File: src/rtl/pipe_ctrl.sv
// Pipeline hazard controller: memory-wait FSM, load-use and branch flush/stall control.
// Optional stall-cycle performance counter enabled by PIPE_CTRL_PERF_EN.
module pipe_ctrl (
    input  logic        clk_i,
    input  logic        rstn_i,
    input  logic [4:0]  id_rs1_addr_i,
    input  logic [4:0]  id_rs2_addr_i,
    input  logic [4:0]  ex_rd_addr_i,
    input  logic        ex_write_rd_i,
    input  logic        ex_wb_use_mem_i,
    input  logic        ex_new_pc_en_i,
    input  logic        mem_req_i,
    input  logic        mem_gnt_i,
    input  logic        mem_rvalid_i,
    output logic        if_id_stall_o,
    output logic        if_id_flush_o,
    output logic        id_ex_stall_o,
    output logic        id_ex_flush_o,
    output logic        ex_mem_stall_o,
    output logic        mem_wb_flush_o,
    output logic [31:0] stall_cycles_o
);

    localparam int unsigned CNT_W = 32;

    typedef enum logic [1:0] {
        IDLE        = 2'd0,
        WAIT_GNT    = 2'd1,
        WAIT_RVALID = 2'd2
    } mem_state_e;

    mem_state_e state_q, state_d;
    logic       mem_stall;
    logic       load_use;

    always_ff @(posedge clk_i or negedge rstn_i) begin
        if (!rstn_i) begin
            state_q <= IDLE;
        end else begin
            state_q <= state_d;
        end
    end

    // Progress depends only on gnt/rvalid once a request has started.
    always_comb begin
        state_d   = state_q;
        mem_stall = 1'b0;
        case (state_q)
            IDLE: begin
                if (mem_req_i) begin
                    mem_stall = 1'b1;
                    state_d   = mem_gnt_i ? WAIT_RVALID : WAIT_GNT;
                end
            end
            WAIT_GNT: begin
                mem_stall = 1'b1;
                if (mem_gnt_i) begin
                    state_d = WAIT_RVALID;
                end
            end
            WAIT_RVALID: begin
                if (mem_rvalid_i) begin
                    state_d = IDLE;
                end else begin
                    mem_stall = 1'b1;
                end
            end
            default: begin
                state_d = IDLE;
            end
        endcase
    end

    // rs usage is not decoded, so a non-reading instruction may stall needlessly.
    assign load_use = ex_wb_use_mem_i & ex_write_rd_i & (ex_rd_addr_i != 5'd0) &
                      ((ex_rd_addr_i == id_rs1_addr_i) | (ex_rd_addr_i == id_rs2_addr_i));

    // Memory stall freezes everything upstream, so branch and load-use wait behind it.
    always_comb begin
        if_id_stall_o  = 1'b0;
        if_id_flush_o  = 1'b0;
        id_ex_stall_o  = 1'b0;
        id_ex_flush_o  = 1'b0;
        ex_mem_stall_o = 1'b0;
        mem_wb_flush_o = 1'b0;
        if (mem_stall) begin
            if_id_stall_o  = 1'b1;
            id_ex_stall_o  = 1'b1;
            ex_mem_stall_o = 1'b1;
            mem_wb_flush_o = 1'b1;
        end else if (ex_new_pc_en_i) begin
            if_id_flush_o = 1'b1;
            id_ex_flush_o = 1'b1;
        end else if (load_use) begin
            if_id_stall_o = 1'b1;
            id_ex_flush_o = 1'b1;
        end
    end

`ifdef PIPE_CTRL_PERF_EN
    logic [CNT_W-1:0] stall_cnt_q, stall_cnt_d;

    // Free-running wrap-around count of front-end stall cycles.
    always_comb begin
        stall_cnt_d = stall_cnt_q;
        if (if_id_stall_o) begin
            stall_cnt_d = stall_cnt_q + CNT_W'(1);
        end
    end

    always_ff @(posedge clk_i or negedge rstn_i) begin
        if (!rstn_i) begin
            stall_cnt_q <= '0;
        end else begin
            stall_cnt_q <= stall_cnt_d;
        end
    end

    assign stall_cycles_o = stall_cnt_q;
`else
    assign stall_cycles_o = CNT_W'(0);
`endif

endmodule

File: config.mk
export PLATFORM = sky130hd
export DESIGN_NAME = pipe_ctrl
export DESIGN_NICKNAME = d
export VERILOG_FILES = /design/src/rtl/pipe_ctrl.sv
export SDC_FILE = /design/constraint.sdc
export NUM_CORES = 1
export LEC_CHECK = 0
export CAP_MARGIN = 20
export CORE_UTILIZATION = 28
export CTS_CLUSTER_SIZE = 8
export DETAILED_ROUTE_END_ITERATION = 8
export HOLD_SLACK_MARGIN = 0.03
export PLACE_DENSITY = 0.91
export SETUP_SLACK_MARGIN = 0.05
export SLEW_MARGIN = 40
export SYNTH_ARGS = -nofsm -noshare
export SYNTH_HDL_FRONTEND = slang
export SYNTH_SLANG_ARGS = --single-unit
File: constraint.sdc
create_clock -name clk_i -period 3 [get_ports clk_i]
set_input_delay 0.3 -clock clk_i [delete_from_list [all_inputs] [get_ports clk_i]]
set_output_delay 0.3 -clock clk_i [all_outputs]
set_load 0.1 [all_outputs]
==> reports/summary.txt <==
global route overflow: 0
worst-path cell chain: clkdlybuf4s50_1, xor2_1, nor3_1, a22oi_1, o31ai_2, buf_12
Leakage Power: 0.0003464 uW
prevailing post-synth register cell: dfrtp_1
sequential share of the synthesized area: 9.662%
Syn Area/Cell: 8.094 sq um
Top delay family on crit path: buffers and inverters
Final Setup Violations: 0
worst skew pair latency: 0.23 ns
Routed Antenna Nets: 0
Largest register FFs: 2
fmax: 0.4645 GHz
Post CTS Setup Buffer Count: 0
TritonRoute pass-1 iters: 3
Commonest cells post-synth: buf_4 (34), xor2_1 (10), nor2_1 (3)
chip width: 45.01 um
Finished Core Util: 42.17%
reg-to-reg critical path endpoint: state_q[1]
share of the synthesized area in the top cell type: 49.28%
Synth Register Bits: 2
RD Place Congestion: 0.6913
Placed Instance Area: 705.7 sq um
top flop regs: state_q: 2 flops
WS Path Type: in -> out
Post-Route Skew: 0.009370 ns
Ant. Diodes: 0
via count: 407
Total GRT Usage: 10.76%
Hold Path Class: in -> async
fin area: 728.2 sq um
slowest cell delay on critical path: 0.49 ns
mapped cell area: 518.0 sq um
period utilisation layout: 71.76%
Longest Clk Path Bufs: 2
ys async rst share: 100.0%
IO Pins: 61
final WL: 997 um
H-tree depth: 1
Crit. End Element: output port
initial antenna violation count: 0
Setup crit start: ex_rd_addr_i[0]
1st-iter DRT viols: 5
status: complete, no violations
IO Port Bufs: 28
Num CTS Buffers: 3
row cnt: 15
vias in the first global route: 375
Initial Util: 30.00%
via/cell ratio: 3.479
fraction of layout cells with a size suffix above 1: 15.22%
internal reg-to-reg setup slack: 2.12 ns
global-route wire length before repair: 1545 um
CP arrival: 1.85 ns
# DRC: 0
hold_ws: 0.2395 ns
die area: 2026 sq um
Ys Warns: 0
top cells by area, synth: buf_4 (49%), xor2_1 (17%), dfrtp_1 (9.7%)
clk slew on worst S/H paths: 0.03 ns
MaxCap Viol Count: 0
root buffer cell: clkbuf_4
crit start category: primary input
area delta synth->final: 40.58%
wire length per cell: 8.521 um
power density cells: 654.3 nW/um^2
Worst EP required: 2.70 ns
Synth area leader: buf_4
synth unique cells: 18
setup tns final: 0 ns
fin crit period: 2.153 ns
Die Ht: 45.01 um
post-DP HPWL: 918.7 um
largest net degree at the start of global routing: 5
Nets: 117
RSZ-0062 raised after global routing: no
R2R depth: 2
number of synthesized flops with an enable pin: 0
worst-path fanout max: 4
CTS tree: yes
Num Clock Sinks: 2
Syn Inst Count: 64
IR drop worst, VDD: 204.4 uV
Core Area: 1727 sq um
cts repair resizes: 0
Max Slew Vio Count: 0
Critical R2R Launch: state_q[0]
CP max stage cell: clkdlybuf4s50_1
Fin. Hold Viols: 0
worst path buffer plus inverter count: 2
Most flops, register: state_q
hold_buf cts: 0
top-count cell post-synth: buf_4
==> power by group <==
group	leakage (uW)	internal, uW	switching (uW)
clock network	0.0000138	44.1	15.1
registers	0.0000257	30.7	2.54
logic	0.000307	71.9	312
==> logic make-up after synthesis <==
| family | synth area share, % |
|---|---|
| buffers and inverters | 50.00 |
| XOR/XNOR | 16.91 |
| AO/OA/AOI/OAI | 14.01 |
| AND/OR/NAND/NOR | 8.697 |
| flip-flops | 9.662 |
| other | 0.7239 |
==> stage by stage <==
step	setup slack (ns)	cells	power, uW
floorplan	0.2556	95	382.6
global placement	0.8426	114	415.1
detailed placement	0.8337	114	417.4
CTS	0.8288	117	481.4
global route	0.7352	117	498.0
finish	0.8472	117	476.4
==> layer usage <==
metal  up-vias  GRT usage, %  share of wire, %
li1        200             -                 -
met1       183         9.685                32
met2        24         21.45                62
met3         0         2.800               6.3
met4         0         5.455                 0
met5         -             0                 0
==> area by class of cell <==
cell class / count / area [sq um]
Fill cell: 186 / 998.5
Multi-Input combinational cell: 58 / 330.3
Inverter: 1 / 3.754
Sequential cell: 2 / 50.05
Tap cell: 25 / 31.28
Clock buffer: 3 / 22.52
Timing Repair Buffer: 28 / 290.3
==> worst max-delay path by stage <==
stage / end / slack [ns] / cells after the start
finish: if_id_stall_o / 0.85 / 6
global route: if_id_stall_o / 0.74 / 6
detailed placement: if_id_stall_o / 0.83 / 6
global placement: if_id_stall_o / 0.84 / 6
floorplan: id_ex_flush_o / 0.26 / 4
CTS: if_id_stall_o / 0.83 / 6
==> layout by cell type (no fill, tap or decap) <==
master | netlist | final
o2111ai_2 | 1 | 1
o31ai_2 | 0 | 1
nor3_1 | 2 | 2
nor2b_1 | 1 | 1
buf_12 | 0 | 2
nor2_1 | 3 | 3
xor2_1 | 10 | 10
a21oi_2 | 1 | 1
a22oi_1 | 1 | 1
clkbuf_4 | 0 | 3
and2_1 | 1 | 1
a22o_1 | 1 | 1
conb_1 | 1 | 32
buf_4 | 34 | 4
inv_1 | 1 | 1
o21ba_2 | 1 | 1
clkdlybuf4s50_1 | 0 | 22
dfrtp_1 | 2 | 2
or4_4 | 1 | 1
o211ai_1 | 1 | 1
o21bai_1 | 1 | 1
Note: power is estimated with default switching activity, not from simulation.
